--- src/rtl/ssram_to_ahb_if.sv ---
// ssram_to_ahb_if: AHB-Lite master/slave signal bundle for the SSRAM bridge
interface ssram_to_ahb_if;
   logic [31:0] HADDR;
   logic [1:0]  HTRANS;
   logic [2:0]  HSIZE;
   logic        HWRITE;
   logic [2:0]  HBURST;
   logic [3:0]  HPROT;
   logic [31:0] HWDATA;
   logic [31:0] HRDATA;
   logic        HREADY;
   logic        HRESP;
   modport master (output HADDR, HTRANS, HSIZE, HWRITE, HBURST, HPROT, HWDATA, input HRDATA, HREADY, HRESP);
   modport slave  (input HADDR, HTRANS, HSIZE, HWRITE, HBURST, HPROT, HWDATA, output HRDATA, HREADY, HRESP);
endinterface

--- src/rtl/ssram_to_ahb.sv ---
// ssram_to_ahb: SSRAM request port to AHB-Lite master; SSRAM_TO_AHB_ERR_EN makes ERROR abort and pulse err
module ssram_to_ahb #(
   parameter int          AW        = 12,
   parameter logic [31:0] BASE_ADDR = 32'h2000_0000
) (
   input  logic          HCLK,
   input  logic          rst,
   input  logic          sram_ahb_en,
   input  logic          sram_ahb_we,
   input  logic [3:0]    sram_ahb_wb,
   input  logic [AW-1:0] sram_ahb_addr,
   input  logic [31:0]   sram_ahb_din,
   output logic          ahb_sram_ready,
   output logic          ahb_sram_done,
   output logic [31:0]   ahb_sram_dout,
   output logic          ahb_sram_err,
   ssram_to_ahb_if.master ahb
);
   localparam logic [1:0]  S_IDLE = 2'd0;
   localparam logic [1:0]  S_ADDR = 2'd1;
   localparam logic [1:0]  S_DATA = 2'd2;
   localparam logic [31:0] HI     = 32'hffff_ffff << AW;
`ifdef SSRAM_TO_AHB_ERR_EN
   localparam logic ERR_EN = 1'b1;
`else
   localparam logic ERR_EN = 1'b0;
`endif
   function automatic logic [1:0] lo_idx(input logic [3:0] m);
      return m[0] ? 2'd0 : m[1] ? 2'd1 : m[2] ? 2'd2 : 2'd3;
   endfunction
   function automatic logic [2:0] sz_of(input logic [3:0] m);
      return (m == 4'hf) ? 3'b010 : (m == 4'h3 || m == 4'hc) ? 3'b001 : 3'b000;
   endfunction
   logic [1:0]  state;
   logic [3:0]  mask;
   logic [31:0] din_r;
   logic [3:0]  m0;
   logic [31:0] addr_ext;
   logic [3:0]  nxt_mask;
   logic        abort;
   logic        last;
   assign m0       = sram_ahb_we ? sram_ahb_wb : 4'hf;
   assign addr_ext = 32'(sram_ahb_addr);
   assign abort    = ERR_EN & ahb.HRESP;
   assign ahb_sram_ready = (state == S_IDLE);
   assign ahb.HTRANS = (state == S_ADDR) ? 2'b10 : 2'b00;
   assign ahb.HBURST = 3'b000;
   assign ahb.HPROT  = 4'b0011;
   assign ahb.HWDATA = din_r;
   // bytes still owed after the current transfer: only split byte requests leave any
   always_comb begin
      nxt_mask = (ahb.HSIZE == 3'b000) ? (mask & ~(4'b0001 << ahb.HADDR[1:0])) : 4'b0000;
      last     = (nxt_mask == 4'b0000) || abort;
   end
   // request capture, address/data phase sequencing and completion pulses
   always_ff @(posedge HCLK) begin
      if (rst) begin
         state         <= S_IDLE;
         mask          <= 4'b0000;
         din_r         <= 32'h0;
         ahb_sram_done <= 1'b0;
         ahb_sram_err  <= 1'b0;
         ahb_sram_dout <= 32'h0;
         ahb.HADDR     <= 32'h0;
         ahb.HSIZE     <= 3'b000;
         ahb.HWRITE    <= 1'b0;
      end else begin
         ahb_sram_done <= 1'b0;
         ahb_sram_err  <= 1'b0;
         if (state == S_IDLE) begin
            if (sram_ahb_en) begin
               mask          <= m0;
               din_r         <= sram_ahb_din;
               ahb.HADDR     <= (BASE_ADDR & HI) | (addr_ext & 32'hffff_fffc) | {30'b0, lo_idx(m0)};
               ahb.HSIZE     <= sz_of(m0);
               ahb.HWRITE    <= sram_ahb_we;
               ahb_sram_done <= (m0 == 4'b0000);
               state         <= (m0 == 4'b0000) ? S_IDLE : S_ADDR;
            end
         end else if (state == S_ADDR) begin
            if (ahb.HREADY) state <= S_DATA;
         end else if (state == S_DATA) begin
            if (ahb.HREADY) begin
               if (!ahb.HWRITE) ahb_sram_dout <= ahb.HRDATA;
               state         <= last ? S_IDLE : S_ADDR;
               mask          <= last ? 4'b0000 : nxt_mask;
               ahb_sram_done <= last;
               ahb_sram_err  <= abort;
               if (!last) ahb.HADDR[1:0] <= lo_idx(nxt_mask);
            end
         end else begin
            state <= S_IDLE;
         end
      end
   end
endmodule

--- src/flat_wrapper.sv ---
// flat-port wrapper written by rule: the top's interface ports become plain ports
module ssram_to_ahb_flat 
#(
   parameter int          AW        = 12,
   parameter logic [31:0] BASE_ADDR = 32'h2000_0000
)
  (HCLK, rst, sram_ahb_en, sram_ahb_we, sram_ahb_wb, sram_ahb_addr, sram_ahb_din, ahb_sram_ready, ahb_sram_done, ahb_sram_dout, ahb_sram_err, ahb_HADDR, ahb_HTRANS, ahb_HSIZE, ahb_HWRITE, ahb_HBURST, ahb_HPROT, ahb_HWDATA, ahb_HRDATA, ahb_HREADY, ahb_HRESP);
  ssram_to_ahb_if ahb_i ();
  input  logic HCLK;
  input  logic rst;
  input  logic sram_ahb_en;
  input  logic sram_ahb_we;
  input  logic [3:0] sram_ahb_wb;
  input  logic [AW-1:0] sram_ahb_addr;
  input  logic [31:0] sram_ahb_din;
  output logic ahb_sram_ready;
  output logic ahb_sram_done;
  output logic [31:0] ahb_sram_dout;
  output logic ahb_sram_err;
  output wire logic [$bits(ahb_i.HADDR)-1:0] ahb_HADDR;
  output wire logic [$bits(ahb_i.HTRANS)-1:0] ahb_HTRANS;
  output wire logic [$bits(ahb_i.HSIZE)-1:0] ahb_HSIZE;
  output wire logic [$bits(ahb_i.HWRITE)-1:0] ahb_HWRITE;
  output wire logic [$bits(ahb_i.HBURST)-1:0] ahb_HBURST;
  output wire logic [$bits(ahb_i.HPROT)-1:0] ahb_HPROT;
  output wire logic [$bits(ahb_i.HWDATA)-1:0] ahb_HWDATA;
  input wire logic [$bits(ahb_i.HRDATA)-1:0] ahb_HRDATA;
  input wire logic [$bits(ahb_i.HREADY)-1:0] ahb_HREADY;
  input wire logic [$bits(ahb_i.HRESP)-1:0] ahb_HRESP;
  assign ahb_HADDR = ahb_i.HADDR;
  assign ahb_HTRANS = ahb_i.HTRANS;
  assign ahb_HSIZE = ahb_i.HSIZE;
  assign ahb_HWRITE = ahb_i.HWRITE;
  assign ahb_HBURST = ahb_i.HBURST;
  assign ahb_HPROT = ahb_i.HPROT;
  assign ahb_HWDATA = ahb_i.HWDATA;
  assign ahb_i.HRDATA = ahb_HRDATA;
  assign ahb_i.HREADY = ahb_HREADY;
  assign ahb_i.HRESP = ahb_HRESP;
  ssram_to_ahb #(.AW(AW), .BASE_ADDR(BASE_ADDR)) u_core (.HCLK(HCLK), .rst(rst), .sram_ahb_en(sram_ahb_en), .sram_ahb_we(sram_ahb_we), .sram_ahb_wb(sram_ahb_wb), .sram_ahb_addr(sram_ahb_addr), .sram_ahb_din(sram_ahb_din), .ahb_sram_ready(ahb_sram_ready), .ahb_sram_done(ahb_sram_done), .ahb_sram_dout(ahb_sram_dout), .ahb_sram_err(ahb_sram_err), .ahb(ahb_i));
endmodule
--- config.mk ---
export PLATFORM = sky130hd
export DESIGN_NAME = ssram_to_ahb_flat
export DESIGN_NICKNAME = d
export VERILOG_FILES = /design/src/rtl/ssram_to_ahb_if.sv /design/src/rtl/ssram_to_ahb.sv /design/src/flat_wrapper.sv
export SDC_FILE = /design/constraint.sdc
export NUM_CORES = 1
export LEC_CHECK = 0
export ABC_AREA = 1
export CORE_UTILIZATION = 43
export CTS_BUF_LIST = sky130_fd_sc_hd__clkbuf_8
export CTS_CLUSTER_DIAMETER = 60
export DETAILED_ROUTE_END_ITERATION = 10
export PLACE_DENSITY = 0.95
export SYNTH_ARGS = -nofsm -noshare
export SYNTH_HDL_FRONTEND = slang
export SYNTH_SLANG_ARGS = --single-unit
--- constraint.sdc ---
create_clock -name HCLK -period 3.1 [get_ports HCLK]
set_input_delay 0.93 -clock HCLK [delete_from_list [all_inputs] [get_ports HCLK]]
set_output_delay 0.93 -clock HCLK [all_outputs]
set_load 0.01 [all_outputs]
==> results.ini <==
[status]
status = finished clean

[logic_synthesis]
yosysMostFrequentCell = nor2_1
ys_warn_count = 0
async_flop_share = 0
ys.flop_type = dfxtp_1
syn_avg_cell_area_um2 = 7.63
synth_area_um2 = 3580
synthTopCellsByCount = 159 x nor2_1, 87 x dfxtp_1, 47 x o21ai_0, 39 x o21ai_1, 32 x buf_4
yosysTopAreaCell = dfxtp_1
ys_types = 23
syn-instance-count = 469
synthDominantCellAreaShare = 0.487
synth-seq-cells = 87
synth_edf_count = 0
ys_top_cells_by_area = dfxtp_1 49%, nor2_1 17%, buf_4 6.7%
seq_area_frac_synth = 0.487

[critical_path]
critPathTopFamily = buffers and inverters
crit_chain = nor2_4 > clkdlybuf4s50_1
critPathLaunchType = register
worst-setup-path-type = register to output port
required_ns = 2.17
worst-path-buf-inv = 1
endpoint_kind = output port
worstPathArrival_ns = 1.56
worst_path_largest_cell_delay_ns = 0.59
critPathMaxFanout = 10
crit_path_top_delay_cell = clkdlybuf4s50_1

[floorplan]
ioPinCount = 198
die-area_um2 = 8690
die_w_um = 93.2
coreArea_um2 = 7890
die_h_um = 93.2
rows = 32
start_util = 0.454

[clock_network]
clock-sinks = 87
cts_resized = 0
ctsRootBufferMaster = clkbuf_8
clock_latency_ns = 0.34
clk_pin_slew_ns = 0.09
post_cts_buffers = 0
cts_buffers = 9
cts_hold_buf = 0
cts_tree = done
cts_max_level = 3
cts_buffer_depth = 2

[routing]
via_count = 3512
ant_nets = 0
drt-total-wl_um = 9560
firstDrtPassIters = 6
dr.first_iter.drc_count = 131
viasPerCell = 4.81
drc = 0
detail_route.wl_per_cell_um = 13.1

[timing]
skew_ns = 0.0127
period_share = 0.803
finalCriticalPeriod_ns = 2.49
fin_setup_tns_ns = 0
setup_viol = 0
worst_pin_slew_ns = 0.535
slew_violations = 0
rsz0062_at_grt = false
finalHoldViolations = 0
fmax_mhz = 402
max_slew_margin = 0.643

[pwr]
vdd_drop_max_v = 0.000288
leakagePower_nw = 2.26
power.density_nw_per_um2 = 525
p_total_mw = 2.79

[place]
place_congestion = 0.929
portBuffers = 165
dp_hpwl_um = 7010
dp_cells = 714

[global_route]
gr-usage-all-layers = 0.215
grt_overflow_total = 0
grt_max_degree = 49
antenna_found_initial = 0
first_global_vias = 3368
grt_pass1_wl_um = 15000

[layout]
fin_util = 0.673
seqCellArea_um2 = 1740
finalNonFillerCells = 730
syn2layout_area_growth_pct = 48.3
multi_input_area_um2 = 1470
layout.nets = 709
fillerInstances = 623
n_antenna_cell = 0
drive_above_1_share = 0.0557

[min_path]
min_path_type = register to register

[run]
maxCapViolCount = 0

-- tightest hold or removal path: cells and delay by family, from the launching register on --
family	cells	cell delay [ns]
flops	1	0.33
simple gates	2	0.12
-- final cells by class --
type / count / area share
Clock buffer: 10 / 0.0259
Clock inverter: 6 / 0.0127
Inverter: 20 / 0.0141
Multi-Input combinational cell: 335 / 0.277
Sequential cell: 87 / 0.328
Tap cell: 102 / 0.0240
Timing Repair Buffer: 170 / 0.318
-- metal layers --
layer  share of wire  GRT usage
met4           0.018     0.0744
met3           0.078     0.0553
met1            0.40      0.237
met5               0          0
met2            0.50      0.397
-- path summary, 6_finish.rpt --
| kind | startpoint | to | slack [ns] | depth (start not counted) |
|---|---|---|---|---|
| worst min register to register | u_core.ahb.HADDR[8] | u_core.ahb.HADDR[8] | 0.49 | 2 |
| worst max-delay path | u_core.state[0] | ahb_sram_ready | 0.61 | 2 |
| worst min-delay path | u_core.ahb.HADDR[8] | u_core.ahb.HADDR[8] | 0.49 | 2 |
| worst max register to register | u_core.state[0] | u_core.ahb.HWDATA[3] | 1.44 | 6 |
-- layout by cell type (no fill, tap or decap), types with 3 or more instances in the layout --
master           instances
a21oi_1                  8
a31oi_1                  3
buf_4                    5
clkbuf_8                10
clkdlybuf4s50_1        165
conb_1                  29
dfxtp_1                 87
inv_1                   16
inv_2                    4
nand2_1                 29
nand2_4                  3
nand3_1                  8
nor2_1                 159
o21ai_0                 47
o21ai_1                 39
-- stage by stage --
stage          instance area, um2  hold slack, ns  worst slack, ns
6_report                     5310           0.488            0.611
2_1_floorplan                3680           0.464             1.35
3_3_place_gp                 5100           0.459            0.670
3_5_place_dp                 5100           0.474            0.590
5_1_grt                      5310           0.510            0.514
4_1_cts                      5310           0.491            0.598
-- power breakdown --
group	leakage [nW]	total, mW	switching (mW)	internal (mW)
registers	0.715	1.29	0.0643	1.22
logic	1.45	0.695	0.342	0.354
clock network	0.0993	0.804	0.404	0.399
-- sequential cells by signal (all words and copies together) (netlist names) --
register              cells
u_core.ahb_sram_dout     32
u_core.ahb.HWDATA        32
u_core.ahb.HADDR         13
u_core.ahb_sram_done      1
u_core.ahb.HSIZE          2
u_core.ahb.HWRITE         1
u_core.mask               4
u_core.state              2
-- cell families (layout without fill, tap and decap cells) --
kind of cell / after synthesis / after routing / share of synthesized area
other cells: 2 / 29 / 0.00210
buf+inv: 74 / 206 / 0.131
flops: 87 / 87 / 0.487
compound gates: 98 / 98 / 0.139
simple gates: 208 / 208 / 0.241
(Power assumes the default switching activity.)
